## src/rtl/chacha_pkg.sv

```systemverilog
// Shared types for the ChaCha20 byte-to-matrix front end.
//   word_t      : one 32-bit matrix word
//   matrix_t    : 4x4 words, [row][col]
//   byte_pos()  : maps stream byte index 0..63 to row/col/byte-lane
//   out_state_e : occupancy of the deserialiser output side
package chacha_pkg;

  typedef logic [31:0] word_t;
  typedef word_t [3:0][3:0] matrix_t;

  localparam int BYTES_PER_BLOCK = 64;
  localparam int WORDS_PER_BLOCK = 16;

  typedef struct packed {
    logic [1:0] row;
    logic [1:0] col;
    logic [1:0] lane;
  } byte_pos_t;

  // Row-major word order, little-endian bytes within each word.
  function automatic byte_pos_t byte_pos(input logic [5:0] k);
    byte_pos_t p;
    p.row  = k[5:4];
    p.col  = k[3:2];
    p.lane = k[1:0];
    return p;
  endfunction

  typedef enum logic [1:0] {
    OUT_EMPTY,
    OUT_FULL,
    OUT_FULL_PENDING
  } out_state_e;

endpackage

```

## src/rtl/block_fill_buffer.sv

```systemverilog
// Collect buffer for one 64-byte block.
//   wr_en/wr_data : write one byte at the current fill position
//   clr           : empty the buffer (wins over wr_en; the byte being
//                   written that cycle travels on via mat_nxt_o)
//   mat_o         : registered buffer contents
//   mat_nxt_o     : buffer contents with wr_data merged at the fill position
//   cnt_o         : bytes held, 0..64
module block_fill_buffer
  import chacha_pkg::*;
(
  input  logic       clk,
  input  logic       rst,
  input  logic       wr_en,
  input  logic [7:0] wr_data,
  input  logic       clr,
  output matrix_t    mat_o,
  output matrix_t    mat_nxt_o,
  output logic [6:0] cnt_o
);

  matrix_t    mat_q, mat_d, mat_wr;
  logic [6:0] cnt_q, cnt_d;
  byte_pos_t  pos;

  always_comb begin
    pos    = byte_pos(cnt_q[5:0]);
    mat_wr = mat_q;
    // Byte-lane write enable: exactly one lane matches the fill position.
    for (int r = 0; r < 4; r++)
      for (int c = 0; c < 4; c++)
        for (int l = 0; l < 4; l++)
          if (pos.row == 2'(r) && pos.col == 2'(c) && pos.lane == 2'(l))
            mat_wr[r][c][8*l +: 8] = wr_data;

    mat_d = mat_q;
    cnt_d = cnt_q;
    if (clr) begin
      mat_d = '0;
      cnt_d = '0;
    end else if (wr_en) begin
      mat_d = mat_wr;
      cnt_d = cnt_q + 7'd1;
    end
  end

  always_ff @(posedge clk or posedge rst) begin
    if (rst) begin
      mat_q <= '0;
      cnt_q <= '0;
    end else begin
      mat_q <= mat_d;
      cnt_q <= cnt_d;
    end
  end

  assign mat_o     = mat_q;
  assign mat_nxt_o = mat_wr;
  assign cnt_o     = cnt_q;

endmodule

```

## src/rtl/byte_matrix_deserialiser.sv

```systemverilog
// Byte stream -> 4x4 matrix of 32-bit words (64-byte blocks).
//   in_valid/in_ready/in_data/in_last : byte stream, in_last ends a message
//   out_valid/out_ready               : block handshake
//   out_data                          : assembled matrix, short blocks zero-padded
//   out_len                           : valid bytes in out_data, 1..64
//   out_last                          : block ends the message
// A finished block moves straight to the output register when it is free
// (or draining that cycle); otherwise it parks in the collect buffer and
// input is stalled until the output register drains.
module byte_matrix_deserialiser
  import chacha_pkg::*;
#(
  parameter int DATA_SIZE       = 8,
  parameter int BYTES_PER_BLOCK = 64,
  parameter int LEN_W           = 7
) (
  input  logic                 clk,
  input  logic                 rst,
  input  logic                 in_valid,
  output logic                 in_ready,
  input  logic [DATA_SIZE-1:0] in_data,
  input  logic                 in_last,
  output logic                 out_valid,
  input  logic                 out_ready,
  output matrix_t              out_data,
  output logic [LEN_W-1:0]     out_len,
  output logic                 out_last
);

  if (DATA_SIZE != 8) begin : g_bad_data_size
    $error("byte_matrix_deserialiser: DATA_SIZE must be 8");
  end
  if (BYTES_PER_BLOCK != chacha_pkg::BYTES_PER_BLOCK) begin : g_bad_block
    $error("byte_matrix_deserialiser: BYTES_PER_BLOCK must be 64");
  end
  if (LEN_W < 7) begin : g_bad_len_w
    $error("byte_matrix_deserialiser: LEN_W must hold 64");
  end

  out_state_e       state_q, state_d;
  matrix_t          out_data_q, out_data_d;
  logic [LEN_W-1:0] out_len_q, out_len_d;
  logic             out_last_q, out_last_d;
  logic             pend_last_q, pend_last_d;

  matrix_t    fb_mat, fb_mat_nxt;
  logic [6:0] fb_cnt;
  logic       fb_clr;
  logic       in_fire, complete, drain;

  assign in_ready  = (state_q != OUT_FULL_PENDING);
  assign out_valid = (state_q != OUT_EMPTY);
  assign in_fire   = in_valid && in_ready;
  assign complete  = in_fire && (fb_cnt == 7'd63 || in_last);
  assign drain     = out_valid && out_ready;

  block_fill_buffer u_fill (
    .clk       (clk),
    .rst       (rst),
    .wr_en     (in_fire),
    .wr_data   (in_data),
    .clr       (fb_clr),
    .mat_o     (fb_mat),
    .mat_nxt_o (fb_mat_nxt),
    .cnt_o     (fb_cnt)
  );

  always_comb begin
    state_d     = state_q;
    out_data_d  = out_data_q;
    out_len_d   = out_len_q;
    out_last_d  = out_last_q;
    pend_last_d = pend_last_q;
    fb_clr      = 1'b0;
    case (state_q)
      OUT_EMPTY: begin
        if (complete) begin
          out_data_d = fb_mat_nxt;
          out_len_d  = LEN_W'(fb_cnt + 7'd1);
          out_last_d = in_last;
          fb_clr     = 1'b1;
          state_d    = OUT_FULL;
        end
      end
      OUT_FULL: begin
        if (complete && drain) begin
          out_data_d = fb_mat_nxt;
          out_len_d  = LEN_W'(fb_cnt + 7'd1);
          out_last_d = in_last;
          fb_clr     = 1'b1;
        end else if (complete) begin
          // Last byte is written into the collect buffer; count becomes the length.
          pend_last_d = in_last;
          state_d     = OUT_FULL_PENDING;
        end else if (drain) begin
          state_d = OUT_EMPTY;
        end
      end
      OUT_FULL_PENDING: begin
        if (drain) begin
          out_data_d  = fb_mat;
          out_len_d   = LEN_W'(fb_cnt);
          out_last_d  = pend_last_q;
          pend_last_d = 1'b0;
          fb_clr      = 1'b1;
          state_d     = OUT_FULL;
        end
      end
      default: state_d = OUT_EMPTY;
    endcase
  end

  always_ff @(posedge clk or posedge rst) begin
    if (rst) begin
      state_q     <= OUT_EMPTY;
      out_data_q  <= '0;
      out_len_q   <= '0;
      out_last_q  <= 1'b0;
      pend_last_q <= 1'b0;
    end else begin
      state_q     <= state_d;
      out_data_q  <= out_data_d;
      out_len_q   <= out_len_d;
      out_last_q  <= out_last_d;
      pend_last_q <= pend_last_d;
    end
  end

  assign out_data = out_data_q;
  assign out_len  = out_len_q;
  assign out_last = out_last_q;

endmodule
```

## config.mk

```make
export PLATFORM = sky130hd
export DESIGN_NAME = byte_matrix_deserialiser
export DESIGN_NICKNAME = d
export VERILOG_FILES = /design/src/rtl/chacha_pkg.sv /design/src/rtl/block_fill_buffer.sv /design/src/rtl/byte_matrix_deserialiser.sv
export SDC_FILE = /design/constraint.sdc
export NUM_CORES = 2
export LEC_CHECK = 0
export ABC_CLOCK_PERIOD_IN_PS = 50600
export CAP_MARGIN = 30
export CORE_ASPECT_RATIO = 1.25
export CORE_MARGIN = 4
export CORE_UTILIZATION = 35
export DETAILED_ROUTE_END_ITERATION = 6
export GPL_TIMING_DRIVEN = 0
export PLACE_DENSITY = 0.56
export SLEW_MARGIN = 25
export SYNTH_ARGS = -nofsm -noshare
export SYNTH_HDL_FRONTEND = slang
export SYNTH_SLANG_ARGS = --single-unit
```

## constraint.sdc

```tcl
create_clock -name clk -period 50.6 [get_ports clk]
set_input_delay 10.12 -clock clk [delete_from_list [all_inputs] [get_ports clk]]
set_output_delay 10.12 -clock clk [all_outputs]
set_load 0.01 [all_outputs]
```

==> impl_results.md <==
- Path class of the lowest-slack min-delay path: reg2reg
- Relative slew slack: 0.290
- Cell types with the largest area share after synthesis: dfrtp_1 (55%), mux2_2 (24%), mux2i_1 (11%)
- Hpwl dp: 122000 µm
- Library cell with the largest summed area after synthesis: dfrtp_1
- Peak clock frequency supported by timing: ~73 MHz
- Max-cap violations: 0
- Resized Gates After CTS: 0
- Area of the mapped netlist: about 48000 µm²
- Count of clock tree sinks: 1042
- Leakage power figure: roughly 32 nW
- Actual slew at the worst max-slew pin: around 1.1 ns
- Standard-cell row count: 151
- Instance count of the mapped netlist: around 3600
- Synth async-reset ratio: 1.00
- Deepest clock path buffer count: 3
- Uppermost layer routed: met5
- Most frequently used flop master after synthesis: dfrtp_1
- Routed metal-1 wirelength: just over 70000 µm
- Chip height: 421 µm
- PwrDens: 34.7 nW/µm²
- Avg Cell Area, Syn: 13.2 µm²
- Post-Route Utilization: 0.437
- Fin. max-slew vios: 0
- Routed wire length on met2: ~83000 µm
- Number of I/O pins: between 500 and 600
- Overall routed net length: roughly 170000 µm
- Start point of the critical path: state_q[1]
- Post-layout min period: about 14 ns
- Setup Fix Bufs, Post-CTS: 0
- Crit Reg-Reg Startpoint: u_fill.cnt_o[0]
- Filler instances: 12622
- Number of enable-type register cells in the synthesized netlist: 0
- Final TNS setup: 0 ns
- Final-report hold violation count: 0
- Die footprint: around 140000 µm²
- Hold-fix buffers at CTS: 0
- Pin count of the biggest net entering global routing: 94
- Startpoint class of the critical path: register
- Overall track demand over capacity in global routing: 0.240
- Clk pin slew, worst setup/hold paths: roughly 0.070 ns
- Critical path capture point type: primary output
- Number of flip-flops and latches in the synthesized netlist: approximately 1000
- # setup viols final: 0
- RePlAce Congestion: around 0.81
- Signed area change from the synthesized netlist to the final layout: 24.3%
- Wire length of the first global-routing pass: between 200000 and 250000 µm
- X dimension of the die: 338 µm
- Vias after detailed routing: approximately 32000
- DRC violations left: 0
- Number of different library cells in the post-synthesis netlist: 39
- Via count of the first global-routing pass: 32945
- Cells on worst reg2reg path: 10
- Hold Path Depth: 1
- Unrepaired setup endpoints after global routing: false
- Insertion delay of the later-clocked pin in the worst-skew pair: around 0.76 ns
- Number of input and output port buffers inserted: around 530
- First drt pass iteration count: 6
- CORE AREA: around 140000 µm²
- Largest clock skew in the final design: 0.0392 ns
- Top cell type's share of synthesized area: 0.547
- IR drop worst, VDD: 0.0278 mV
- Share of post-route cells with drive strength above 1: 0.327
- Total length of routed met3 wires: ~12000 µm
- Number of nets in the synthesized netlist: ~3600
- Critical-path maximum fanout: 10
- Required time worst endpoint: a little over 40 ns
- Clock root buffer master: clkbuf_16
- Sequential area share after synthesis: 0.547
- Number of DRC markers after the initial detailed-route iteration: about 2500
- Category of the critical setup timing path: reg2out
- Number of nets in the layout: roughly 4300
- Detail-routed via count per cell: between 5 and 6
- Total overflow reported by the global router: 0
- Register area: around 26000 µm²
- Origin of the worst min-delay path: out_data[509]
- Antenna Violating Nets Remaining: 0
- Yosys warns: 0
- Area used by multi-input combinational logic: approximately 20000 µm²
- H-tree depth: 3
- Critical path arrival: ~3.6 ns
- Status: finished clean
- Initial cell density of the core: 0.352
- Number of antenna violations at the first check in global routing: 6
- Worst hold-check slack: roughly 0.5 ns
- Routed wire per std cell: about 28 µm
- Clock tree from TritonCTS: yes
- Share of the clock period used by the worst path: 0.271
- CTS Buf Count: 111
[final timing paths]
| kind | end | slack [ns] |
|---|---|---|
| setup / recovery | in_ready | 36.89 |
| hold / removal | out_data[509] | 0.50 |
| setup reg to reg | u_fill.mat_o[24] | 46.68 |
| hold reg to reg | out_data[509] | 0.50 |
| max in group asynchronous | out_data[137] | 38.83 |
| min in group asynchronous | out_data[338] | 9.77 |
[through the flow]
step	total power, mW	std cells	area [µm²]	setup WS [ns]
after floorplan	1.09	3608	47700	11.15
after global placement	1.25	5893	55100	-3.25
after detailed placement	1.25	5915	55600	36.78
after CTS	2.07	6114	59200	36.88
after global routing	2.12	6118	59200	36.78
final	2.06	6120	59300	36.89
[worst max-delay path, stage by stage (launching register included)]
cell	delay, ns
dfrtp_1	0.36
buf_2	0.18
nand2b_1	0.08
buf_2	0.23
buf_2	0.33
buf_2	0.37
buf_1	0.49
clkdlybuf4s50_1	0.78
[cells in the final DEF, fill, tap and decap left out, types with 4 or more instances in the layout]
| master | Yosys | final |
|---|---|---|
| buf_2 | 139 | 142 |
| clkinvlp_4 | 0 | 6 |
| mux2i_1 | 514 | 514 |
| nand3_4 | 4 | 4 |
| nand4_2 | 4 | 4 |
| clkbuf_1 | 146 | 154 |
| and3_1 | 5 | 5 |
| diode_2 | 0 | 4 |
| nand4_1 | 61 | 61 |
| nor2_1 | 519 | 519 |
| xor2_1 | 5 | 5 |
| clkbuf_8 | 0 | 20 |
| clkbuf_2 | 0 | 14 |
| ha_1 | 4 | 4 |
| buf_1 | 9 | 6 |
| buf_16 | 0 | 13 |
| clkinv_4 | 0 | 4 |
| nand3_2 | 17 | 17 |
| clkbuf_16 | 0 | 111 |
| mux2_2 | 1003 | 1003 |
| clkdlybuf4s50_1 | 0 | 526 |
| nand2_1 | 10 | 10 |
| mux2_4 | 32 | 32 |
| xnor2_1 | 7 | 7 |
| nand3_1 | 47 | 47 |
| dfrtp_1 | 1042 | 1042 |
| and4b_1 | 4 | 4 |
| buf_6 | 0 | 8 |
| clkinv_2 | 0 | 23 |
| inv_6 | 0 | 4 |
| nor4b_1 | 4 | 4 |
[power by group]
part / leakage (nW) / total [mW] / internal, mW / switching (mW)
logic: 15.7 / 0.335 / 0.130 / 0.205
registers: 14.5 / 0.905 / 0.872 / 0.0325
clock network: 1.76 / 0.816 / 0.451 / 0.365
[layer usage]
metal  up-vias  global-route usage
met5         -                   0
li1      13967                   -
met1     16653               0.309
met3       227              0.0596
met2       959               0.395
met4         2              0.0846
[cells by family (layout without fill, tap and decap cells)]
group	count (synthesis)	count (layout)	share of synthesized area
compound gates	10	10	0.00134
buf+inv	299	1048	0.0273
xor+xnor	12	12	0.00220
mux	1549	1549	0.355
other cells	0	4	0
simple gates	692	692	0.0662
fa+ha+maj	4	4	0.00105
flops	1042	1042	0.547
[final cells by class]
class,count,share of cell area
buffer,295,0.0220
antenna,4,0.000169
clock inverter,46,0.00764
clock buffer,153,0.0529
multi-input combinational,2267,0.342
inverter,4,0.000380
sequential,1042,0.440
timing repair buffer,550,0.0972
tap,1759,0.0371
[sequential cells by signal, summed over array words and instances, names as in the netlist]
name / flops
out_data: 512
u_fill.mat_o: 512
out_len: 7
u_fill.cnt_o: 7
state_q: 2
out_last: 1
pend_last_q: 1
[synthesized netlist by cell type, drive strengths merged, types with 4 or more instances]
master	number
and3	5
and4b	4
buf	149
clkbuf	146
dfrtp	1042
ha	4
inv	4
mux2	1035
mux2i	514
nand2	10
nand3	68
nand4	65
nor2	519
nor4b	4
xnor2	7
xor2	5
Note: power is estimated with default switching activity, not from simulation.
